--- src/rtl/genie_merge_wrr.sv ---
// Packet-aware N:1 merge with weighted round-robin arbitration and a 2-entry registered skid output.
// Optional per-input packet counters on o_pkt_count when GENIE_MERGE_WRR_STATS_EN is defined.
module genie_merge_wrr #(
  parameter int NI    = 4,
  parameter int WIDTH = 32,
  parameter int WBITS = 4
) (
  input  logic                        clk,
  input  logic                        reset,
  input  logic [NI-1:0][WIDTH-1:0]    i_data,
  input  logic [NI-1:0]               i_valid,
  input  logic [NI-1:0]               i_eop,
  output logic [NI-1:0]               o_ready,
  input  logic [NI-1:0][WBITS-1:0]    i_weight,
  output logic [WIDTH-1:0]            o_data,
  output logic                        o_valid,
  output logic                        o_eop,
  input  logic                        i_ready
`ifdef GENIE_MERGE_WRR_STATS_EN
  ,
  output logic [NI-1:0][31:0]         o_pkt_count
`endif
);

  localparam int          NIBITS = $clog2(NI);
  localparam int unsigned NI_U   = NI;

  localparam logic [0:0] S_IDLE   = 1'b0;
  localparam logic [0:0] S_LOCKED = 1'b1;

  logic [0:0]        state_q,  state_d;
  logic [NIBITS-1:0] grant_q,  grant_d;
  logic [WBITS-1:0]  credit_q, credit_d;
  logic [1:0]        count_q,  count_d;
  logic [WIDTH-1:0]  data0_q,  data0_d;
  logic [WIDTH-1:0]  data1_q,  data1_d;
  logic              eop0_q,   eop0_d;
  logic              eop1_q,   eop1_d;

  logic              keep;
  logic              hit_found;
  logic [NIBITS-1:0] hit_idx;
  logic              ready_g;
  logic              acc;
  logic              pop;
  logic [WIDTH-1:0]  beat_data;
  logic              beat_eop;

  function automatic logic [WBITS-1:0] quota(input logic [WBITS-1:0] w);
    return (w == '0) ? WBITS'(1) : w;
  endfunction

  // Holder keeps the grant at a packet boundary only while it has credit and a beat waiting.
  assign keep      = (credit_q != '0) && i_valid[grant_q];
  assign beat_data = i_data[grant_q];
  assign beat_eop  = i_eop[grant_q];

  // Round-robin search starting one past the holder; the holder itself is the last candidate.
  always_comb begin
    logic [NIBITS-1:0] idx;
    hit_found = 1'b0;
    hit_idx   = grant_q;
    idx       = grant_q;
    for (int unsigned k = 1; k <= NI_U; k++) begin
      idx = NIBITS'((32'(grant_q) + k) % NI_U);
      if (!hit_found && i_valid[idx]) begin
        hit_found = 1'b1;
        hit_idx   = idx;
      end
    end
  end

  always_comb begin
    ready_g = !reset && (count_q != 2'd2) && !((state_q == S_IDLE) && !keep);
    o_ready = '0;
    o_ready[grant_q] = ready_g;
  end

  assign acc = i_valid[grant_q] && ready_g;

  always_comb begin
    state_d  = state_q;
    grant_d  = grant_q;
    credit_d = credit_q;
    case (state_q)
      S_IDLE: begin
        if (!keep) begin
          if (hit_found) begin
            grant_d  = hit_idx;
            credit_d = quota(i_weight[hit_idx]);
          end
        end else if (acc) begin
          if (beat_eop) begin
            if (credit_q != '0) credit_d = credit_q - WBITS'(1);
          end else begin
            state_d = S_LOCKED;
          end
        end
      end
      S_LOCKED: begin
        if (acc && beat_eop) begin
          state_d = S_IDLE;
          if (credit_q != '0) credit_d = credit_q - WBITS'(1);
        end
      end
      default: state_d = S_IDLE;
    endcase
  end

  assign pop = (count_q != 2'd0) && i_ready;

  // Entry 0 is always the head; a pop shifts entry 1 forward.
  always_comb begin
    count_d = count_q;
    data0_d = data0_q;
    data1_d = data1_q;
    eop0_d  = eop0_q;
    eop1_d  = eop1_q;
    case ({acc, pop})
      2'b10: begin
        count_d = count_q + 2'd1;
        if (count_q == 2'd0) begin
          data0_d = beat_data;
          eop0_d  = beat_eop;
        end else begin
          data1_d = beat_data;
          eop1_d  = beat_eop;
        end
      end
      2'b01: begin
        count_d = count_q - 2'd1;
        data0_d = data1_q;
        eop0_d  = eop1_q;
      end
      2'b11: begin
        if (count_q == 2'd2) begin
          data0_d = data1_q;
          eop0_d  = eop1_q;
          data1_d = beat_data;
          eop1_d  = beat_eop;
        end else begin
          data0_d = beat_data;
          eop0_d  = beat_eop;
        end
      end
      default: ;
    endcase
  end

  always_ff @(posedge clk) begin
    if (reset) begin
      state_q  <= S_IDLE;
      grant_q  <= '0;
      credit_q <= quota(i_weight[0]);
      count_q  <= '0;
      data0_q  <= '0;
      data1_q  <= '0;
      eop0_q   <= 1'b0;
      eop1_q   <= 1'b0;
    end else begin
      state_q  <= state_d;
      grant_q  <= grant_d;
      credit_q <= credit_d;
      count_q  <= count_d;
      data0_q  <= data0_d;
      data1_q  <= data1_d;
      eop0_q   <= eop0_d;
      eop1_q   <= eop1_d;
    end
  end

  assign o_valid = (count_q != 2'd0);
  assign o_data  = data0_q;
  assign o_eop   = eop0_q;

`ifdef GENIE_MERGE_WRR_STATS_EN
  logic [NI-1:0][31:0] pkt_cnt_q;

  always_ff @(posedge clk) begin
    if (reset) begin
      pkt_cnt_q <= '0;
    end else if (acc && beat_eop) begin
      pkt_cnt_q[grant_q] <= pkt_cnt_q[grant_q] + 32'd1;
    end
  end

  assign o_pkt_count = pkt_cnt_q;
`endif

endmodule

--- config.mk ---
export PLATFORM = sky130hd
export DESIGN_NAME = genie_merge_wrr
export DESIGN_NICKNAME = d
export VERILOG_FILES = /design/src/rtl/genie_merge_wrr.sv
export SDC_FILE = /design/constraint.sdc
export NUM_CORES = 1
export LEC_CHECK = 0
export CORE_ASPECT_RATIO = 0.8
export CORE_MARGIN = 10
export CORE_UTILIZATION = 35
export CTS_BUF_LIST = sky130_fd_sc_hd__clkbuf_4 sky130_fd_sc_hd__clkbuf_8
export CTS_CLUSTER_DIAMETER = 40
export DETAILED_ROUTE_END_ITERATION = 10
export PLACE_DENSITY = 0.68
export RECOVER_POWER = 50
export REMOVE_ABC_BUFFERS = 1
export SETUP_SLACK_MARGIN = 0.3
export SLEW_MARGIN = 20
export SYNTH_ARGS = -nofsm -noshare
export SYNTH_HDL_FRONTEND = slang
export SYNTH_SLANG_ARGS = --single-unit
--- constraint.sdc ---
create_clock -name clk -period 4.9 [get_ports clk]
set_clock_uncertainty 0.15 [all_clocks]
set_input_delay 0.49 -clock clk [delete_from_list [all_inputs] [get_ports clk]]
set_output_delay 0.49 -clock clk [all_outputs]
set_load 0.005 [all_outputs]
### Yosys cells after proc, flatten, opt, wreduce, memory -nomap -nowiden

Index checks and enable logic that the tools add are counted.

| cells by class | value |
|---|---|
| bitwise gates (word level) | 3 |
| mux-type cells | 54 |
| reductions and logical operators | 29 |
| $add $sub $neg | 7 |
| $lt $le $gt $ge | 7 |
| eq/ne operators | 12 |

Operators by type and width:

| operator | number |
|---|---|
| 32-bit two-way mux | 5 |
| 32-bit case mux with 3 select lines | 1 |
| 32-bit binary-select mux with 2-bit select | 1 |
| 32-bit case mux with 2 select lines | 1 |
| 4-bit two-way mux | 10 |
| 1-bit two-way mux | 19 |
| 2-bit by 3-bit less-than comparator with 1-bit output (second input constant) | 6 |
| 1-bit binary-select mux with 2-bit select | 6 |
| 4-bit inequality test (second input constant) | 3 |
| 1-bit logical AND | 11 |
| 4-bit binary-select mux with 2-bit select | 1 |
| 4-bit zero test | 2 |
| 2-bit two-way mux | 4 |
| 2-bit inequality test (second input constant) | 4 |
| 4-bit case mux with 2 select lines | 1 |
| 2-bit by 1-bit adder with 2-bit output (second input constant) | 3 |
| 2-bit equality test (second input constant) | 3 |
| 1-bit zero test | 6 |
| 3-bit AND reduction | 2 |
| 2-bit nonzero test | 3 |
| 2-bit adder (second input constant) | 2 |
| 4-bit AND | 1 |
| 1-bit case mux with 2 select lines | 2 |
| 2-bit case mux with 2 select lines | 1 |
| 13 further kinds | 14 |

| word-level totals | value |
|---|---|
| bits of input ports | 155 |
| logic and storage cells | 120 |
| register bits | 75 |
| output and inout bits | 38 |

### Depth between registers and ports, before layout

Gate-level depths: netlist (run 1).

| depth | value |
|---|---|
| word-level depth | 21 |
| mapped depth | 13 |
| depth with buffers taken out | 10 |

### Worst setup path after synthesis (run 1)

No wires, ideal clock.

| path | value |
|---|---|
| path kind | register to register |
| start | register grant_q[0] |
| end | register credit_q[3] (data pin) |
| arrival | 3.550 ns |
| stages on the path, launching flop included | 13 |
| clock period less this slack | 3.959 ns |
| setup time | 0.259 ns |
| setup slack | 0.941 ns |
| cells stage by stage | dfxtp_1 buf_6 clkbuf_1 buf_2 clkinv_1 ha_1 clkbuf_1 mux4_2 o21a_1 or2_1 buf_6 mux2_4 a211o_1 |

| on the way | value |
|---|---|
| cells in the longest elaborated chain, start to end | 21 |

RTL lines:

| what | RTL line | text |
|---|---|---|
| from (decl) | 32 | `logic [NIBITS-1:0] grant_q, grant_d;` |
| from (signal assigned) | 162 | `grant_q <= grant_d;` |
| 2-bit by 1-bit adder with 2-bit output | 65 | `idx = NIBITS'((32'(grant_q) + k) % NI_U);` |
| 1-bit binary-select mux with 2-bit select | 66 | `if (!hit_found && i_valid[idx]) begin` |
| 1-bit two-way mux (not written as such) | 66 |  |
| 1-bit two-way mux | 66 |  |
| 1-bit zero test | 66 |  |
| 1-bit logical AND | 66 |  |
| 1-bit two-way mux | 66 |  |
| 1-bit zero test | 66 |  |
| [... 5 more ...] | n/a |  |
| 4-bit binary-select mux with 2-bit select | 90 | `credit_d = quota(i_weight[hit_idx]);` |
| 4-bit two-way mux (not written as such) | 90 |  |
| 4-bit zero test | 50 | `return (w == '0) ? WBITS'(1) : w;` |
| 4-bit two-way mux | 50 |  |
| 4-bit two-way mux | 88 | `if (hit_found) begin` |
| 4-bit two-way mux (*) | 87 | `if (!keep) begin` |
| 4-bit case mux with 2 select lines (*) | 85 | `case (state_q)` |
| 4-bit two-way mux (*) | 151 | `if (reset) begin` |
| to (signal assigned) | 154 | `credit_q <= quota(i_weight[0]);` |
| to (signal assigned) | 163 | `credit_q <= credit_d;` |
| to (decl) | 33 | `logic [WBITS-1:0] credit_q, credit_d;` |

Mark *: on every way between the ends. The rest lies on a longest branch, timed or not. The select of a mux whose other input is x is not followed.
A chain may end at the register's enable or synchronous reset.

### Worst setup path after layout (run 1)

| path | value |
|---|---|
| start | register grant_q[0] |
| end | register data0_q[31] (netlist: o_data[31]) |

| on the way | value |
|---|---|
| cells in the longest elaborated chain, start to end | 11 |

RTL lines:

| what | RTL line | text |
|---|---|---|
| 1-bit binary-select mux with 2-bit select | 54, 79 |  |
| 1-bit two-way mux (not written as such) | 54, 79 |  |
| 1-bit logical AND | 54 | `assign keep = (credit_q != '0) && i_valid[grant_q];` |
| 1-bit zero test | n/a |  |
| 1-bit logical AND | 74 | `ready_g = !reset && (count_q != 2'd2) && !((state_q == S_IDLE) && !keep);` |
| 1-bit zero test | 74 |  |
| 1-bit logical AND | 74 |  |
| 1-bit logical AND | 79 | `assign acc = i_valid[grant_q] && ready_g;` |
| 2-bit equality test / 2-bit by 1-bit equality test with 1-bit output (equally long branches) | 119 | `case ({acc, pop})` |
| 2-bit inequality test (no source line) / 3-bit nonzero test (equally long branches) | n/a |  |
| 2-bit AND reduction (no source line) | n/a |  |
| to (signal assigned) | 165 | `data0_q <= data0_d;` |
| to (decl) | 35 | `logic [WIDTH-1:0] data0_q, data0_d;` |

Parallel ways exist; a longest one is shown, timed or not. The select of a mux whose other input is x is not followed.

==> flow_metrics.tcl, run 1 <==
set metrics [dict create \
    fillCellCount 1134 \
    clk_latency_ps 350 \
    hold_viol_final 0 \
    grt_pass1_wl_microns 23280 \
    cts_buffers 9 \
    period_minus_slack_ps 3912 \
    gp_congestion 0.9116 \
    arrival_ps 4000 \
    min_path_cells 2 \
    final_core_util 0.5391 \
    placementRows 36 \
    post_cts_buffers 0 \
    clk_pin_slew_ps 80 \
    peakVddDrop_uv 270.1 \
    numPortBuffers 192 \
    final_common_cell "clkdlybuf4s50_1" \
    leakage_nw 2.418 \
    drc 0 \
    cts-hold-fix-buffers 0 \
    post-route-period-util 0.7984 \
    clock_sink_count 75 \
    drive_above_1_share 0.1033 \
    die_y_microns 121.0 \
    synth_cells 489 \
    detail_route.wl_per_cell_microns 17.46 \
    synth-seq-cells 75 \
    antenna_found_initial 0 \
    ys_seq_area_frac 0.3451 \
    first_pass_iters 5 \
    critPathKind "flop to flop" \
    crit_required_ps 4990 \
    drt.antenna.violating_nets 0 \
    cts_tree "done" \
    fmax_ghz 0.2556 \
    cts_htree_levels 3 \
    synth_area_per_cell_sq_um 9.135 \
    synth_edf_count 4 \
    start_util 0.3619 \
    track_usage 0.1589 \
    yosysUniqueCellTypes 45 \
    finish.net_count 817 \
    grt_pass1_vias 4528 \
    cp-end-kind "flop" \
    synth-main-ff-cell "dfxtp_1" \
    synth_area_sq_mm 0.004467 \
    vias 4416 \
    vias_per_cell 5.327 \
    wirelength_microns 14480 \
    gr-total-overflow 0 \
    die_area_sq_mm 0.01771 \
    tightest_slew_ps 1389 \
    cap_violations 0 \
    slew_headroom 0.07273 \
    cp_max_fo 33 \
    async_flop_share 0 \
    hold_ws_ps 307.1 \
    yosys_warnings 0 \
    worst_r2r_path_depth 9 \
    diodes 0 \
    rsz0062_at_grt "false" \
    area_growth_pct 48.96 \
    final_cell_mix "157 x clkdlybuf4s50_1, 85 x nand2_1, 69 x dfxtp_1, 50 x a21oi_1, 42 x nor2_1" \
    fin_area_sq_mm 0.006654 \
    placed_area_sq_mm 0.006476 \
    io_pins 193 \
    setup_viol 0 \
    dp_hpwl_microns 11350 \
    core-area_sq_mm 0.01234 \
    root_buffer "clkbuf_8" \
    clk_path_buf_depth 2 \
    dr.first_iter.drc_count 217 \
    cts_resized 0 \
    p_per_area_mw_per_mm2 497.8 \
    slew_viol_final 0 \
    holdCritPathClass "flop to flop" \
    outcome "finished, final reports clean" \
    crit_path_start_kind "flop" \
    grt_max_degree 82 \
    fp.dieW_microns 146.3 \
]
layout make-up:
type | count | area [sq um] | area share
Multi-Input combinational cell | 361 | 2718 | 0.4084
Timing Repair Buffer | 197 | 1954 | 0.2937
Tap cell | 171 | 214.0 | 0.03215
Sequential cell | 75 | 1546 | 0.2324
Inverter | 10 | 37.54 | 0.005641
Clock buffer | 10 | 131.4 | 0.01974
Clock inverter | 5 | 52.55 | 0.007898
synth_stat cells, drive strengths merged (5+ instances only):
| library cell | n | share of area |
|---|---|---|
| nand2 | 85 | 0.071 |
| dfxtp | 71 | 0.32 |
| a21oi | 50 | 0.056 |
| nor2 | 43 | 0.036 |
| mux4 | 37 | 0.19 |
| a211oi | 35 | 0.059 |
| a22oi | 33 | 0.055 |
| clkbuf | 27 | 0.023 |
| buf | 16 | 0.018 |
| inv | 9 | 0.0076 |
| ha | 8 | 0.022 |
| nor3 | 8 | 0.0090 |
| and2 | 6 | 0.0084 |
| mux2i | 6 | 0.013 |
| o21ai | 6 | 0.0067 |
| nor2b | 5 | 0.0087 |
logic make-up (layout without fill, tap and decap cells):
kind of cell	after synthesis	after routing	share of synthesized area
compound gates	144	144	0.2157
xor+xnor	3	3	0.005883
fa+ha+maj	8	8	0.02241
buf+inv	53	222	0.04958
flops	75	75	0.3451
mux	45	45	0.2067
simple gates	161	161	0.1546
final timing paths:
path | start | end | slack, ps
worst max-delay path | grant_q[0] | o_data[31] | 990
worst min-delay path | data1_q[6] | data1_q[6] | 310
worst max register to register | grant_q[0] | o_data[31] | 990
worst min register to register | data1_q[6] | data1_q[6] | 310
per-layer routing:
metal,up-vias,wire length [microns],GRT usage
li1,2158,-,-
met4,0,179,0.04494
met3,14,987,0.04435
met2,178,7125,0.2713
met5,-,0,0
met1,2066,6185,0.1928
worst max-delay path, stage by stage (launching register included):
cell and delay, ps:
dfxtp_4 690, mux4_2 660, nor2b_1 190, o211a_2 180
inv_1 80, ha_1 190, a21oi_1 60, nor2_2 1040
a22oi_1 180, a211oi_1 370
where the power goes:
group	internal, W	switching, W	total (W)
Clock	0.000237	0.000228	0.000465
Combinational	0.000919	0.000922	0.00184
Sequential	0.000826	0.000181	0.00101
Total	0.00198	0.00133	0.00331
metrics by stage:
step	setup TNS, ps	power [W]	worst slack (ps)	cells
6_report	0	0.003313	988.1	829
3_5_place_dp	0	0.002942	938.8	814
5_1_grt	0	0.003584	605.8	829
3_3_place_gp	0	0.002875	1110	814
4_1_cts	0	0.003416	1033	829
2_1_floorplan	-4782	0.002178	-511.6	446
state kept, by name, indices dropped and copies added (netlist names):
register	flops
credit_q	4
o_eop	1
data1_q	32
o_data	32
eop1_q	1
state_q	1
grant_q	2
count_q	2
Power figures use the tool's default switching activity.
==> inputs of run 2 (changes only) <==
--- a/config.mk
+++ b/config.mk
@@ -11,7 +11,7 @@
 export CTS_BUF_LIST = sky130_fd_sc_hd__clkbuf_4 sky130_fd_sc_hd__clkbuf_8
 export CTS_CLUSTER_DIAMETER = 40
 export DETAILED_ROUTE_END_ITERATION = 10
-export PLACE_DENSITY = 0.68
+export PLACE_DENSITY = 0.71
 export RECOVER_POWER = 50
 export REMOVE_ABC_BUFFERS = 1
 export SETUP_SLACK_MARGIN = 0.3
==> constraint.sdc (replaced) <==
create_clock -name clk -period 3.35 [get_ports clk]
set_clock_uncertainty 0.15 [all_clocks]
set_input_delay 0.335 -clock clk [delete_from_list [all_inputs] [get_ports clk]]
set_output_delay 0.335 -clock clk [all_outputs]
set_load 0.005 [all_outputs]
==> run 2 against run 1 <==
  * Register-to-register slack worse by 700 ps
  * Total power up 50%
  * Clock-buffer cell count unchanged
  * Sequential power up 37%
  * Critical endpoint is now credit_q[3]
  * Largest cell class unchanged
  * Highest routed layer unchanged
==> flow_metrics.tcl, run 2 (synthesis gave the netlist of run 1 again) <==
set metrics [dict create \
    die_y_microns 121.0 \
    start_util 0.3619 \
    clock_sink_count 75 \
    placementRows 36 \
    wirelength_microns 14510 \
    fmax_ghz 0.3263 \
    cts_buffers 9 \
    cap_violations 0 \
    numPortBuffers 192 \
    hold_viol_final 0 \
    p_sw_frac 0.4035 \
    detail_route.wl_per_cell_microns 17.21 \
    cp_cell_sequence "clkinvlp_4 -> ha_1 -> mux4_2 -> o21a_1 -> or2_4 -> mux2_4 -> a211o_1" \
    die_area_sq_mm 0.01771 \
    slew_headroom 0.6027 \
    tightest_slew_ps 595.9 \
    final_common_cell "clkdlybuf4s50_1" \
    io_pins 193 \
    antenna_found_initial 0 \
    dp_slack_ps 70.66 \
    clk_latency_ps 340 \
    arrival_ps 3010 \
    drt.antenna.violating_nets 0 \
    post-route-period-util 0.9149 \
    area_growth_pct 53.05 \
    cp-end-kind "flop" \
    gp_congestion 0.8137 \
    track_usage 0.1608 \
    final_cell_mix "154 x clkdlybuf4s50_1, 85 x nand2_1, 70 x dfxtp_1, 48 x a21oi_1, 42 x nor2_1" \
    grt_max_degree 60 \
    crit_path_start_kind "flop" \
    p_comb_frac 0.595 \
    grt_pass1_wl_microns 23740 \
    diodes 0 \
    leakage_nw 2.539 \
    fillCellCount 1079 \
    drive_above_1_share 0.1324 \
    holdCritPathClass "input pin to flop" \
    seq_area_sq_mm 0.001545 \
    vias_per_cell 5.222 \
    rsz0062_at_grt "false" \
    clk_path_buf_depth 2 \
    cp_max_fo 7 \
    outcome "finished, final reports clean" \
    slowest_stage "mux4_2" \
    multi_input_area_sq_mm 0.002744 \
    p_seq_frac 0.279 \
    gr-total-overflow 0 \
    crit_required_ps 3290 \
    cts_htree_levels 3 \
    clk_pin_slew_ps 80 \
    setup_viol 0 \
    peakVddDrop_uv 314.6 \
    dp_hpwl_microns 11130 \
    vias 4402 \
    period_minus_slack_ps 3065 \
    grt_pass1_vias 4475 \
    p_clk_frac 0.126 \
    core-area_sq_mm 0.01234 \
    fp.dieW_microns 146.3 \
    cts_tree "done" \
    switching_power_w 0.002000 \
    critPathKind "flop to flop" \
    min_path_cells 2 \
    cp_slowest_stage_delay_ps 610 \
    drc 0 \
    root_buffer "clkbuf_8" \
    slew_viol_final 0 \
    p_int_w 0.002957 \
    finish.net_count 830 \
    final.setup.worst_slack_ps 285.2 \
    dr.first_iter.drc_count 141 \
    p_per_area_mw_per_mm2 725.1 \
    worst_r2r_path_depth 7 \
    final_core_util 0.5539 \
    first_pass_iters 4 \
]
-- run 2: worst max-delay path, delay by kind of cell, from the launching register on --
| kind | cells | cell delay [ps] |
|---|---|---|
| compound gates | 2 | 540 |
| fa+ha+maj | 1 | 420 |
| buf+inv | 1 | 100 |
| flops | 1 | 420 |
| mux | 2 | 910 |
| simple gates | 1 | 290 |
-- run 2: metrics by stage --
step                instance area [sq um]  TNS [ps]  total power (W)  hold slack, ps  instances
global route                         6837         0         0.005402           323.7        843
detailed placement                   6576         0         0.004356           296.5        824
finish                               6837         0         0.004957           280.5        843
CTS                                  6778         0         0.005031           262.8        841
floorplan                            4283   -123270         0.003185           254.1        446
global placement                     6576         0         0.004273           290.9        824
-- run 2: cell type report --
class	count	area share
clock inverter	6	0.005857
timing repair buffer	210	0.3102
inverter	10	0.006040
tap	171	0.03130
clock buffer	10	0.01922
multi-input combinational	361	0.4014
sequential	75	0.2260
-- run 2: path summary, 6_finish.rpt --
| kind | startpoint | to | slack (ps) |
|---|---|---|---|
| worst min-delay path | reset | count_q[0] | 280 |
| worst max register to register | grant_q[0] | credit_q[3] | 290 |
| worst max-delay path | grant_q[0] | credit_q[3] | 290 |
| worst min register to register | data1_q[9] | data1_q[9] | 310 |
-- run 2: layer usage --
metal	share of wire	GRT usage	vias up
li1	-	-	2175
met1	0.44	0.2044	2060
met2	0.48	0.2639	159
met3	0.068	0.04957	8
met4	0.0084	0.03433	0
met5	0	0	-
-- run 2: power by group through the flow --
stage / Sequential (W) / Combinational (W) / Clock [W]
detailed placement: 0.00141 / 0.00295 / 0
CTS: 0.00138 / 0.00300 / 0.000650
global route: 0.00143 / 0.00329 / 0.000684
floorplan: 0.00151 / 0.00167 / 0
finish: 0.00138 / 0.00295 / 0.000624
global placement: 0.00139 / 0.00288 / 0
-- run 2: what timing repair did --
action	CTS	global route
setup endpoints to repair	54	74
setup buffers	1	2
gates resized for setup	6	18
hold buffers	0	0
==> inputs of run 3 (changes only) <==
--- a/config.mk
+++ b/config.mk
@@ -5,7 +5,7 @@
 export SDC_FILE = /design/constraint.sdc
 export NUM_CORES = 1
 export LEC_CHECK = 0
-export CORE_ASPECT_RATIO = 0.8
+export CORE_ASPECT_RATIO = 0.5
 export CORE_MARGIN = 10
 export CORE_UTILIZATION = 35
 export CTS_BUF_LIST = sky130_fd_sc_hd__clkbuf_4 sky130_fd_sc_hd__clkbuf_8
==> run 3 against run 2 <==
  * Total power grew 2.5%
  * Non-clock buffer count shrank 1
  * Hold slack lost 230 ps
  * Critical path type unchanged
  * Highest routed layer unchanged
==> flow_metrics.tcl, run 3 (synthesis gave the netlist of run 1 again) <==
set metrics [dict create \
    dp.cells 819 \
    cts-hold-fix-buffers 0 \
    dp_hpwl_microns 10710 \
    first_pass_iters 4 \
    slowest_stage "mux4_2" \
    fp.dieW_microns 179.8 \
    drc 0 \
    diodes 0 \
    antenna_found_initial 0 \
    p_comb_frac 0.578 \
    setup-tns-final_ps 0 \
    track_usage 0.1535 \
    fillCellCount 1127 \
    numPortBuffers 192 \
    grtUsageMet1 0.1662 \
    drive_above_1_share 0.1282 \
    cp_slowest_stage_delay_ps 610 \
    drt.antenna.violating_nets 0 \
    start_util 0.3548 \
    switching_power_w 0.001983 \
    p_seq_frac 0.269 \
    cp-end-kind "flop" \
    grt_max_degree 79 \
    grt_pass1_wl_microns 22960 \
    finish.net_count 829 \
    io_pins 193 \
    final_cell_mix "155 x clkdlybuf4s50_1, 85 x nand2_1, 70 x dfxtp_1, 49 x a21oi_1, 42 x nor2_1" \
    dr.first_iter.drc_count 292 \
    wirelength_microns 14370 \
    hold_viol_final 0 \
    final_core_util 0.5458 \
    cp_max_fo 7 \
    gp_congestion 0.7864 \
    die_y_microns 99.88 \
    setup_viol 0 \
    cap_violations 0 \
    area_growth_pct 53.84 \
    placementRows 29 \
    clk_latency_ps 350 \
    outcome "finished, final reports clean" \
    clock_sink_count 75 \
    critPathKind "flop to flop" \
    cp_cell_sequence "inv_1 -> ha_1 -> mux4_2 -> o21a_1 -> or2_4 -> mux2_4 -> a211o_1" \
    leakage_nw 2.541 \
    core-area_sq_mm 0.01259 \
    clk_pin_slew_ps 80 \
    period_minus_slack_ps 3027 \
    p_int_w 0.003099 \
    dp_slack_ps 27.43 \
    post-route-period-util 0.9036 \
    tightest_slew_ps 815.4 \
    cts_htree_levels 3 \
    clk_path_buf_depth 2 \
    final.setup.worst_slack_ps 322.9 \
    final_common_cell "clkdlybuf4s50_1" \
    holdCritPathClass "input pin to flop" \
    die_area_sq_mm 0.01795 \
    final_cells 841 \
    p_sw_frac 0.3902 \
    p_per_area_mw_per_mm2 739.5 \
    rsz0062_at_grt "true" \
    gr-total-overflow 0 \
    crit_required_ps 3310 \
    cts_tree "done" \
    peakVddDrop_uv 374.2 \
    root_buffer "clkbuf_8" \
    busiest_layer "met2" \
    grtUsageMet2 0.2989 \
    grt_pass1_vias 4561 \
    cts_buffers 9 \
    fmax_ghz 0.3304 \
    globalRouteMet3Util 0.02765 \
    arrival_ps 2990 \
    slew_viol_final 0 \
    slew_headroom 0.4564 \
    vias_per_cell 5.185 \
    p_clk_frac 0.153 \
    vias 4361 \
    crit_path_start_kind "flop" \
    detail_route.wl_per_cell_microns 17.09 \
]
[run 3: final timing paths]
kind         cells after the start  slack (ps)           to        from
max                              7         320  credit_q[3]  grant_q[1]
min                              2          50   grant_q[0]       reset
max reg2reg                      7         320  credit_q[3]  grant_q[1]
min reg2reg                      2         310   data1_q[9]  data1_q[9]
[run 3: power by group through the flow]
stage          combinational [W]  sequential (W)  clock, W
5_1_grt                  0.00325         0.00141  0.000838
3_3_place_gp             0.00285         0.00140         0
6_report                 0.00294         0.00137  0.000778
4_1_cts                  0.00297         0.00138  0.000800
3_5_place_dp             0.00290         0.00141         0
2_1_floorplan            0.00167         0.00151         0
[run 3: layer usage]
layer	routed length (microns)	vias up	part of all wire
li1	-	2181	-
met1	5744	2075	0.40
met2	7929	88	0.55
met3	490	17	0.034
met4	210	0	0.015
met5	0	-	0
[run 3: timing repair]
action | 4_1_cts | 5_1_grt
setup buffers | 2 | 4
gates resized for setup | 8 | 15
endpoints found under the setup margin | 39 | 72
[run 3: stage by stage]
stage               area, sq um  hold WS (ps)  power [W]
finish                     6872         49.68   0.005081
floorplan                  4283         254.1   0.003185
detailed placement         6520         298.3   0.004310
global placement           6520         291.2   0.004250
CTS                        6792         36.28   0.005151
global route               6872         46.96   0.005499
[run 3: area by class of cell]
cell class / instances / area, sq um / area share
clock inverter: 7 / 101.3 / 0.01475
clock buffer: 9 / 123.9 / 0.01803
timing repair buffer: 209 / 2102 / 0.3059
multi-input combinational: 361 / 2749 / 0.4000
inverter: 10 / 37.54 / 0.005462
sequential: 75 / 1545 / 0.2249
tap: 170 / 212.7 / 0.03095
[run 3: critical path: cells and delay by family, from the launching register on]
kind	cells	cell delay (ps)
and+or+nand+nor	1	290
muxes	2	910
adders and majority gates	1	430
AOI/OAI and AO/OA	2	520
buffers and inverters	1	100
DFF	1	380
